**src/rtl/ad9361_ensm_sequencer.sv**
```systemverilog
// ad9361_ensm_sequencer
//
// Pin-control ENSM sequencer for one AD9361 in level mode. Decodes a radio
// request from either the GPIO path or the TDD scheduler and sequences the
// ENABLE/TXNRX pins so that TXNRX is settled for a guard window before ENABLE
// rises, and ENABLE stays low for a hold window before TXNRX may change again.
//
// Parameters:
//   GUARD_CYCLES  clocks TXNRX is stable with ENABLE low before ENABLE rises
//   HOLD_CYCLES   clocks ENABLE stays low after falling before TXNRX may change
//   CNT_W         width of the shared guard/hold down-counter
//
// Ports:
//   clk           system clock, rising edge
//   resetn        asynchronous active-low reset (released synchronously)
//   src_tdd       1: TDD requester owns the ENSM, 0: GPIO requester owns it
//   sw_enable     GPIO request: radio on
//   sw_txnrx      GPIO request: 1 = TX, 0 = RX
//   tdd_rx_req    TDD request: RX on
//   tdd_tx_req    TDD request: TX on
//   clr_err       clears err_conflict
//   enable        AD9361 ENABLE pin
//   txnrx         AD9361 TXNRX pin
//   rx_active     enable & ~txnrx
//   tx_active     enable & txnrx
//   busy          sequencer not idle
//   state_o       0 = IDLE, 1 = SETUP, 2 = ACTIVE, 3 = RELEASE
//   err_conflict  sticky: TDD requested RX and TX at the same time

module ad9361_ensm_sequencer #(
    parameter int unsigned GUARD_CYCLES = 8,
    parameter int unsigned HOLD_CYCLES  = 8,
    parameter int unsigned CNT_W        = 8
) (
    input  logic       clk,
    input  logic       resetn,
    input  logic       src_tdd,
    input  logic       sw_enable,
    input  logic       sw_txnrx,
    input  logic       tdd_rx_req,
    input  logic       tdd_tx_req,
    input  logic       clr_err,
    output logic       enable,
    output logic       txnrx,
    output logic       rx_active,
    output logic       tx_active,
    output logic       busy,
    output logic [1:0] state_o,
    output logic       err_conflict
);

    typedef enum logic [1:0] {
        StIdle    = 2'd0,
        StSetup   = 2'd1,
        StActive  = 2'd2,
        StRelease = 2'd3
    } state_e;

    localparam logic [CNT_W-1:0] GUARD_LOAD = CNT_W'(GUARD_CYCLES - 1);
    localparam logic [CNT_W-1:0] HOLD_LOAD  = CNT_W'(HOLD_CYCLES - 1);
    localparam logic [CNT_W-1:0] CNT_ONE    = CNT_W'(1);

    // ------------------------------------------------------------------
    // Reset: assertion reaches every flop immediately, release is aligned
    // to clk. The first edge after resetn rises only releases core_rstn.
    // ------------------------------------------------------------------
    logic core_rstn;

    always_ff @(posedge clk or negedge resetn) begin
        if (!resetn) begin
            core_rstn <= 1'b0;
        end else begin
            core_rstn <= 1'b1;
        end
    end

    // ------------------------------------------------------------------
    // Target decode from the current requester inputs. A simultaneous
    // TDD RX+TX request decodes as "off" through the XOR.
    // ------------------------------------------------------------------
    logic tgt_on;
    logic tgt_tx;
    logic tdd_conflict;

    always_comb begin
        tgt_on = sw_enable;
        tgt_tx = sw_txnrx;
        if (src_tdd) begin
            tgt_on = tdd_rx_req ^ tdd_tx_req;
            tgt_tx = tdd_tx_req;
        end
    end

    assign tdd_conflict = src_tdd & tdd_rx_req & tdd_tx_req;

    // ------------------------------------------------------------------
    // Sequencer state
    // ------------------------------------------------------------------
    state_e           state_q, state_d;
    logic             enable_q, enable_d;
    logic             txnrx_q, txnrx_d;
    logic [CNT_W-1:0] cnt_q, cnt_d;
    logic             err_q, err_d;

    always_ff @(posedge clk or negedge core_rstn) begin
        if (!core_rstn) begin
            state_q  <= StIdle;
            enable_q <= 1'b0;
            txnrx_q  <= 1'b0;
            cnt_q    <= '0;
            err_q    <= 1'b0;
        end else begin
            state_q  <= state_d;
            enable_q <= enable_d;
            txnrx_q  <= txnrx_d;
            cnt_q    <= cnt_d;
            err_q    <= err_d;
        end
    end

    always_comb begin
        state_d  = state_q;
        enable_d = enable_q;
        txnrx_d  = txnrx_q;
        cnt_d    = cnt_q;

        case (state_q)
            StIdle: begin
                // txnrx keeps whatever direction was last used.
                if (tgt_on) begin
                    txnrx_d = tgt_tx;
                    cnt_d   = GUARD_LOAD;
                    state_d = StSetup;
                end
            end

            StSetup: begin
                if (!tgt_on) begin
                    // Abort before ENABLE ever rises.
                    state_d = StIdle;
                end else if (tgt_tx != txnrx_q) begin
                    // Direction changed during the guard: it must be
                    // re-timed from the new TXNRX level.
                    txnrx_d = tgt_tx;
                    cnt_d   = GUARD_LOAD;
                end else if (cnt_q == '0) begin
                    enable_d = 1'b1;
                    state_d  = StActive;
                end else begin
                    cnt_d = cnt_q - CNT_ONE;
                end
            end

            StActive: begin
                // TXNRX is left untouched here; a new direction is only
                // applied after the hold window and a pass through IDLE.
                if (!tgt_on || (tgt_tx != txnrx_q)) begin
                    enable_d = 1'b0;
                    cnt_d    = HOLD_LOAD;
                    state_d  = StRelease;
                end
            end

            StRelease: begin
                // Requests are ignored until the hold window completes.
                if (cnt_q == '0) begin
                    state_d = StIdle;
                end else begin
                    cnt_d = cnt_q - CNT_ONE;
                end
            end

            default: begin
                state_d  = StIdle;
                enable_d = 1'b0;
            end
        endcase
    end

    // Sticky conflict flag; a new conflict wins over a same-cycle clear.
    always_comb begin
        err_d = err_q;
        if (clr_err) begin
            err_d = 1'b0;
        end
        if (tdd_conflict) begin
            err_d = 1'b1;
        end
    end

    // ------------------------------------------------------------------
    // Outputs (all straight from registers)
    // ------------------------------------------------------------------
    assign enable       = enable_q;
    assign txnrx        = txnrx_q;
    assign rx_active    = enable_q & ~txnrx_q;
    assign tx_active    = enable_q & txnrx_q;
    assign busy         = (state_q != StIdle);
    assign state_o      = state_q;
    assign err_conflict = err_q;

endmodule

```
**config.mk**
```make
export PLATFORM = sky130hd
export DESIGN_NAME = ad9361_ensm_sequencer
export DESIGN_NICKNAME = d
export VERILOG_FILES = /design/src/rtl/ad9361_ensm_sequencer.sv
export SDC_FILE = /design/constraint.sdc
export NUM_CORES = 1
export LEC_CHECK = 0
export CAP_MARGIN = 20
export CORE_MARGIN = 5
export CORE_UTILIZATION = 40
export CTS_BUF_LIST = sky130_fd_sc_hd__clkbuf_4 sky130_fd_sc_hd__clkbuf_8
export DETAILED_ROUTE_END_ITERATION = 10
export MAX_ROUTING_LAYER = met4
export PLACE_DENSITY = 0.73
export SETUP_SLACK_MARGIN = 0.15
export SYNTH_ARGS = -nofsm -noshare
export SYNTH_HDL_FRONTEND = slang
export SYNTH_SLANG_ARGS = --single-unit
```
**constraint.sdc**
```tcl
create_clock -name clk -period 1.25 [get_ports clk]
set_clock_uncertainty 0.1 [all_clocks]
set_input_delay 0.3125 -clock clk [delete_from_list [all_inputs] [get_ports clk]]
set_output_delay 0.3125 -clock clk [all_outputs]
set_load 0.02 [all_outputs]
```
==> results of run 1 <==
-- state kept, by name (all words and copies together), names as in the netlist, named ones only --
register / flops
cnt_q: 8
core_rstn: 1
enable: 1
err_conflict: 1
state_o: 1
txnrx: 1
-- power groups by stage --
stage | Clock [mW] | Combinational (mW) | Sequential [mW]
after CTS | 0.308 | 1.81 | 0.671
after detailed placement | 0 | 1.47 | 0.707
after floorplan | 0 | 0.732 | 0.770
final | 0.309 | 2.01 | 0.678
after global routing | 0.334 | 2.16 | 0.696
after global placement | 0 | 1.44 | 0.695
-- final timing paths --
check | startpoint | end
min in group clk | tdd_rx_req | err_conflict$_DFFE_PN0P_
max reg2reg | cnt_q[3]$_DFFE_PN0P_ | cnt_q[0]$_DFFE_PN0P_
max | cnt_q[3]$_DFFE_PN0P_ | cnt_q[0]$_DFFE_PN0P_
min | core_rstn$_DFF_PN0_ | async pin
max in group asynchronous | core_rstn$_DFF_PN0_ | cnt_q[3]$_DFFE_PN0P_
min reg2reg | core_rstn$_DFF_PN0_ | async pin
-- cell usage in the layout, fill, tap and decap left out, types with 3 or more instances in the layout --
cell | netlist | final
mux2_4 | 0 | 3
nor2_1 | 4 | 4
clkbuf_4 | 0 | 4
a21oi_2 | 0 | 3
dfrtp_2 | 0 | 4
buf_6 | 0 | 21
dfrtp_1 | 14 | 10
clkdlybuf4s50_1 | 0 | 3
o21ai_0 | 6 | 4
nand2_1 | 10 | 7
inv_1 | 6 | 4
buf_4 | 2 | 31
-- per-layer routing --
metal	routed length [um]	global-route usage	vias to the layer above
li1	-	-	445
met1	1079	0.2092	436
met2	1494	0.3540	37
met3	111	0.04072	21
met4	208	0.1026	0
met5	0	-	-
-- logic make-up after synthesis --
| logic type | Yosys count | synth area share |
|---|---|---|
| compound gates | 25 | 0.2108 |
| xor+xnor | 4 | 0.03960 |
| fa+ha+maj | 2 | 0.02828 |
| buf+inv | 8 | 0.04243 |
| flops | 14 | 0.3960 |
| mux | 3 | 0.03819 |
| other cells | 1 | 0.004239 |
| simple gates | 34 | 0.2404 |
-- cell type report --
class                   count  share of cell area
multi-input cells          69              0.3858
repair buffers             59              0.3328
flip-flops and latches     14              0.2245
well taps                  28             0.02213
clock buffers               4             0.01897
inverters                   6             0.01581
-- stage by stage --
step                power [mW]  instance area [um^2]  TNS, ns  setup WS [ns]  hold WS, ns
global placement         2.137                  1353   -13.08         -1.050     0.006407
detailed placement       2.175                  1353   -13.56         -1.104      0.01702
finish                   3.001                  1583   -9.690        -0.8031     0.004183
CTS                      2.791                  1504   -9.526        -0.8381     0.005298
global route             3.191                  1583   -10.56        -0.8397      0.02716
floorplan                1.502                 953.4   -6.198        -0.7383     -0.08309
-- timing repair --
| action | CTS | global route |
|---|---|---|
| resized for setup | 71 | 13 |
| pin swaps | 9 | 8 |
| setup endpoints to repair | 20 | 20 |
| hold buffers | 0 | 0 |
| buffers inserted | 9 | 4 |
-- worst max-delay path: stages, from the launching register on --
cell	delay, ns
dfrtp_1	0.38
or4_4	0.55
or4b_4	0.52
o211ai_4	0.09
buf_6	0.14
xnor2_2	0.10
nand2_1	0.06
==> flow_summary_export.csv, run 1 <==
group,metric,value,unit
worst_setup_path,crit_path_max_fanout,4,
power_and_ir_drop,power_frac_clock,0.103,
routing,viasPerCell,5.217,
clock_network,cts_made_buffers,3,
outcome,status,"complete, but fails checks",
synthesis,ys_top_cells_by_count,"dfrtp_1, nand2_1, inv_1, o21ai_0",
worst_setup_path,ff2ff_path_depth,6,
clock_network,clk_pin_slew,0.10,ns
place,gp_congestion,0.7943,
synthesis,ys_ff_latch,14,
power_and_ir_drop,intPower,1.850,mW
clock_network,htreeDepth,1,
place,numPlacedInstances,163,
sta,hold_viol,0,
clock_network,cts_sinks,14,
global_route,grt_max_degree,9,
synthesis,synth-async-reset-ratio,1.000,
worst_setup_path,end_kind,"register",
worst_setup_path,worstPathRequired,1.33,ns
synthesis,syn_nets,101,
worst_setup_path,r2r_slack,-0.80,ns
sta,max_freq,487.1,MHz
floorplanning,die_x,57.03,um
clock_network,insertion_delay,0.29,ns
place,io_buffers,15,
synthesis,synthCells,91,
worst_setup_path,startpoint_type,"register",
synthesis,synth_top_area_frac,0.3960,
job,drv_cap,0,
global_route,grt_antenna_before_repair,0,
final_layout,area_growth,78.93,%
routing,first_iter_violations,16,
worst_setup_path,crit_type,"register to register",
sta,rsz0062_at_grt,"yes",
routing,wl,2895,um
clock_network,clk_path_buf_depth,2,
hold_path,hp-class,"register to async pin",
power_and_ir_drop,power_density,1896,nW/um^2
power_and_ir_drop,netSwitchingPower,1.151,mW
synthesis,yosysTopAreaCell,"dfrtp_1",
synthesis,yosys_warnings,0,
sta,min_period,2.053,ns
outcome,violations,"setup timing",
routing,antenna_left,0,
power_and_ir_drop,vdd_drop_max,1.428,mV
synthesis,avgSynthCellArea,9.721,um^2
floorplanning,start_util,0.4077,
final_layout,fillers,173,
floorplanning,num_io_pins,16,
global_route,grt_pass1_wl,4857,um
final_layout,final_layout_size_suffix_gt1_frac,0.6250,
power_and_ir_drop,p_seq_frac,0.226,
floorplanning,fp.dieArea,3252,um^2
power_and_ir_drop,power_frac_comb,0.671,
routing,drt_pre_antenna_iters,4,
sta,period_share,1.642,
final_layout,antenna_cells,0,
synthesis,synth_ff_type,"dfrtp_1",
global_route,overflow,0,
clock_network,cts_tree,"built",
floorplanning,num_rows,17,
sta,report.final.slew_viol_count,0,
routing,vias,939,
sta,layout_setup_ws,-0.8031,ns
final_layout,seqCellArea,355.3,um^2
floorplanning,die_y,57.03,um
power_and_ir_drop,p_sw_frac,0.3836,
worst_setup_path,worst_ep_arrival_time,2.13,ns
final_layout,layoutNonFillerInstCount,180,
synthesis,ys_seq_area_frac,0.3960,
final_layout,fin_util,0.7295,
sta,setup_viol,19,
synthesis,ys_types,38,
place,hpwl,1877,um
clock_network,ctsRootBufferMaster,"clkbuf_4",
synthesis,synth.most_common_cell,"dfrtp_1",
routing,avgRoutedWirePerCell,16.08,um
synthesis,synth.area.top_cells,"dfrtp_1, nand2_1, xnor2_1",
synthesis,synth-edff-count,0,
floorplanning,core_area,2170,um^2
global_route,grt.total_usage,0.2006,
final_layout,nets,163,
routing,drc,0,
final_layout,multi_input_area,610.6,um^2
power_and_ir_drop,leakage,0.7753,nW
synthesis,syn-cell-area,884.6,um^2
global_route,grt_pass1_vias,1057,
Power figures use the tool's default switching activity.
==> run 2: changes to the inputs <==
- CORE_UTILIZATION: 40 -> 44
- PLACE_DENSITY: 0.73 -> 0.69
==> run 2 against run 1 <==
The flow still finishes with violations (setup timing); critical path type unchanged; core utilization rose by 4.9 points; cell count is 4.4% lower; largest cell class unchanged; critical path depth stayed put.
==> flow_summary_export.csv, run 2 (same netlist as run 1, synthesis figures left out) <==
group,metric,value,unit
global_route,grt_max_degree,9,
routing,antenna_left,0,
final_layout,layout_commonest_cell,"buf_4",
global_route,grt.total_usage,0.2111,
global_route,overflow,0,
global_route,grt_pass1_vias,930,
final_layout,area_growth,70.86,%
routing,first_iter_violations,23,
final_layout,multi_input_area,588.1,um^2
floorplanning,num_rows,16,
final_layout,top_register,"cnt_q",
global_route,grt_antenna_before_repair,0,
place,dp_slack,-1.119,ns
job,drv_cap,0,
final_layout,antenna_cells,0,
routing,drc,0,
final_layout,layoutNonFillerInstCount,172,
worst_setup_path,end_kind,"register",
sta,setup_viol,19,
routing,avgRoutedWirePerCell,14.78,um
outcome,status,"complete, but fails checks",
clock_network,clk_pin_slew,0.09,ns
final_layout,nets,156,
place,hpwl,1765,um
clock_network,htreeDepth,1,
worst_setup_path,r2r_end,"cnt_q[0]$_DFFE_PN0P_",
final_layout,final_cell_mix,"buf_4, buf_6, dfrtp_1, nand2_1",
worst_setup_path,startpoint_type,"register",
place,numPlacedInstances,159,
sta,hold_viol,0,
place,io_buffers,15,
final_layout,seqCellArea,355.3,um^2
clock_network,cts_made_buffers,3,
worst_setup_path,r2r_start,"cnt_q[6]$_DFFE_PN0P_",
clock_network,insertion_delay,0.28,ns
final_layout,fillers,137,
sta,rsz0062_at_grt,"yes",
sta,fin_tns_setup,-9.155,ns
sta,layout_setup_ws,-0.8283,ns
sta,report.final.slew_viol_count,0,
floorplanning,die_x,54.84,um
clock_network,cts_tree,"built",
routing,vias,884,
floorplanning,fp.dieArea,3007,um^2
final_layout,largest_reg_flops,8,
floorplanning,die_y,54.84,um
sta,max_freq,481.2,MHz
final_layout,final_layout_size_suffix_gt1_frac,0.5586,
worst_setup_path,r2r_slack,-0.83,ns
sta,min_period,2.078,ns
floorplanning,core_area,1942,um^2
worst_setup_path,worstPathRequired,1.33,ns
global_route,grt_pass1_wl,4284,um
place,gp_congestion,0.7912,
routing,drt_pre_antenna_iters,4,
place,dpl_cell_area,1329,um^2
worst_setup_path,worst_ep_arrival_time,2.16,ns
worst_setup_path,startpoint,"cnt_q[6]$_DFFE_PN0P_",
floorplanning,num_io_pins,16,
worst_setup_path,crit_path_max_fanout,4,
hold_path,hp-class,"register to async pin",
outcome,violations,"setup timing",
clock_network,cts_sinks,14,
power_and_ir_drop,vdd_drop_max,1.077,mV
routing,viasPerCell,5.140,
worst_setup_path,ff2ff_path_depth,6,
clock_network,hold_buffers,0,
power_and_ir_drop,leakage,0.7246,nW
sta,period_share,1.663,
power_and_ir_drop,power_density,1885,nW/um^2
clock_network,ctsRootBufferMaster,"clkbuf_4",
final_layout,design_area,1511,um^2
routing,wl,2542,um
floorplanning,start_util,0.4555,
clock_network,clk_path_buf_depth,2,
worst_setup_path,critPathCapture,"cnt_q[0]$_DFFE_PN0P_",
worst_setup_path,crit_type,"register to register",
run 2: changes by cell type in the layout (fill, tap and decap cells not counted), sizes merged:
cell and change:
buf -9, dlygate4sd2 +2
run 2: final cells by class:
cell class | count | share of cell area
tap | 27 | 0.02235
timing repair buffer | 52 | 0.3113
multi-input combinational | 69 | 0.3891
inverter | 6 | 0.01821
sequential | 14 | 0.2351
clock buffer | 4 | 0.02401
run 2: worst min path at each step:
| stage | end |
|---|---|
| floorplan | core_rstn$_DFF_PN0_ |
| global placement | err_conflict$_DFFE_PN0P_ |
| detailed placement | err_conflict$_DFFE_PN0P_ |
| CTS | err_conflict$_DFFE_PN0P_ |
| global route | core_rstn$_DFF_PN0_ |
| finish | err_conflict$_DFFE_PN0P_ |
run 2: per-layer routing:
metal / up-vias / routed length (um) / track usage
li1: 428 / - / -
met1: 420 / 1095 / 0.2588
met2: 26 / 1297 / 0.3406
met3: 10 / 68 / 0.03270
met4: 0 / 80 / 0.09129
met5: - / 0 / -
run 2: through the flow:
stage | utilization | power (mW) | hold slack [ns]
3_5_place_dp | 0.6843 | 2.164 | 0.01662
4_1_cts | 0.7635 | 2.775 | 0.02588
6_report | 0.7784 | 2.849 | 0.01609
2_1_floorplan | - | 1.502 | -0.08309
5_1_grt | 0.7784 | 3.022 | 0.04237
3_3_place_gp | 0.6843 | 2.125 | 0.005397
run 2: power by group:
part           internal [mW]  switching (mW)  leakage, nW
clock                  0.177           0.164       0.0210
sequential             0.573          0.0961        0.167
combinational           1.01           0.825        0.537
total                   1.76            1.08        0.725
run 2: worst max-delay path: stages (launching register included):
cell,delay [ns]
dfrtp_1,0.39
or4_4,0.54
or4b_4,0.53
o211ai_4,0.10
buf_6,0.13
xnor2_1,0.11
nand2_1,0.07
run 2: what timing repair did:
item | CTS | global route
setup buffers | 9 | 0
pin swaps | 5 | 5
gates resized for setup | 63 | 8
setup endpoints to repair | 20 | 20
cloned | 0 | 0
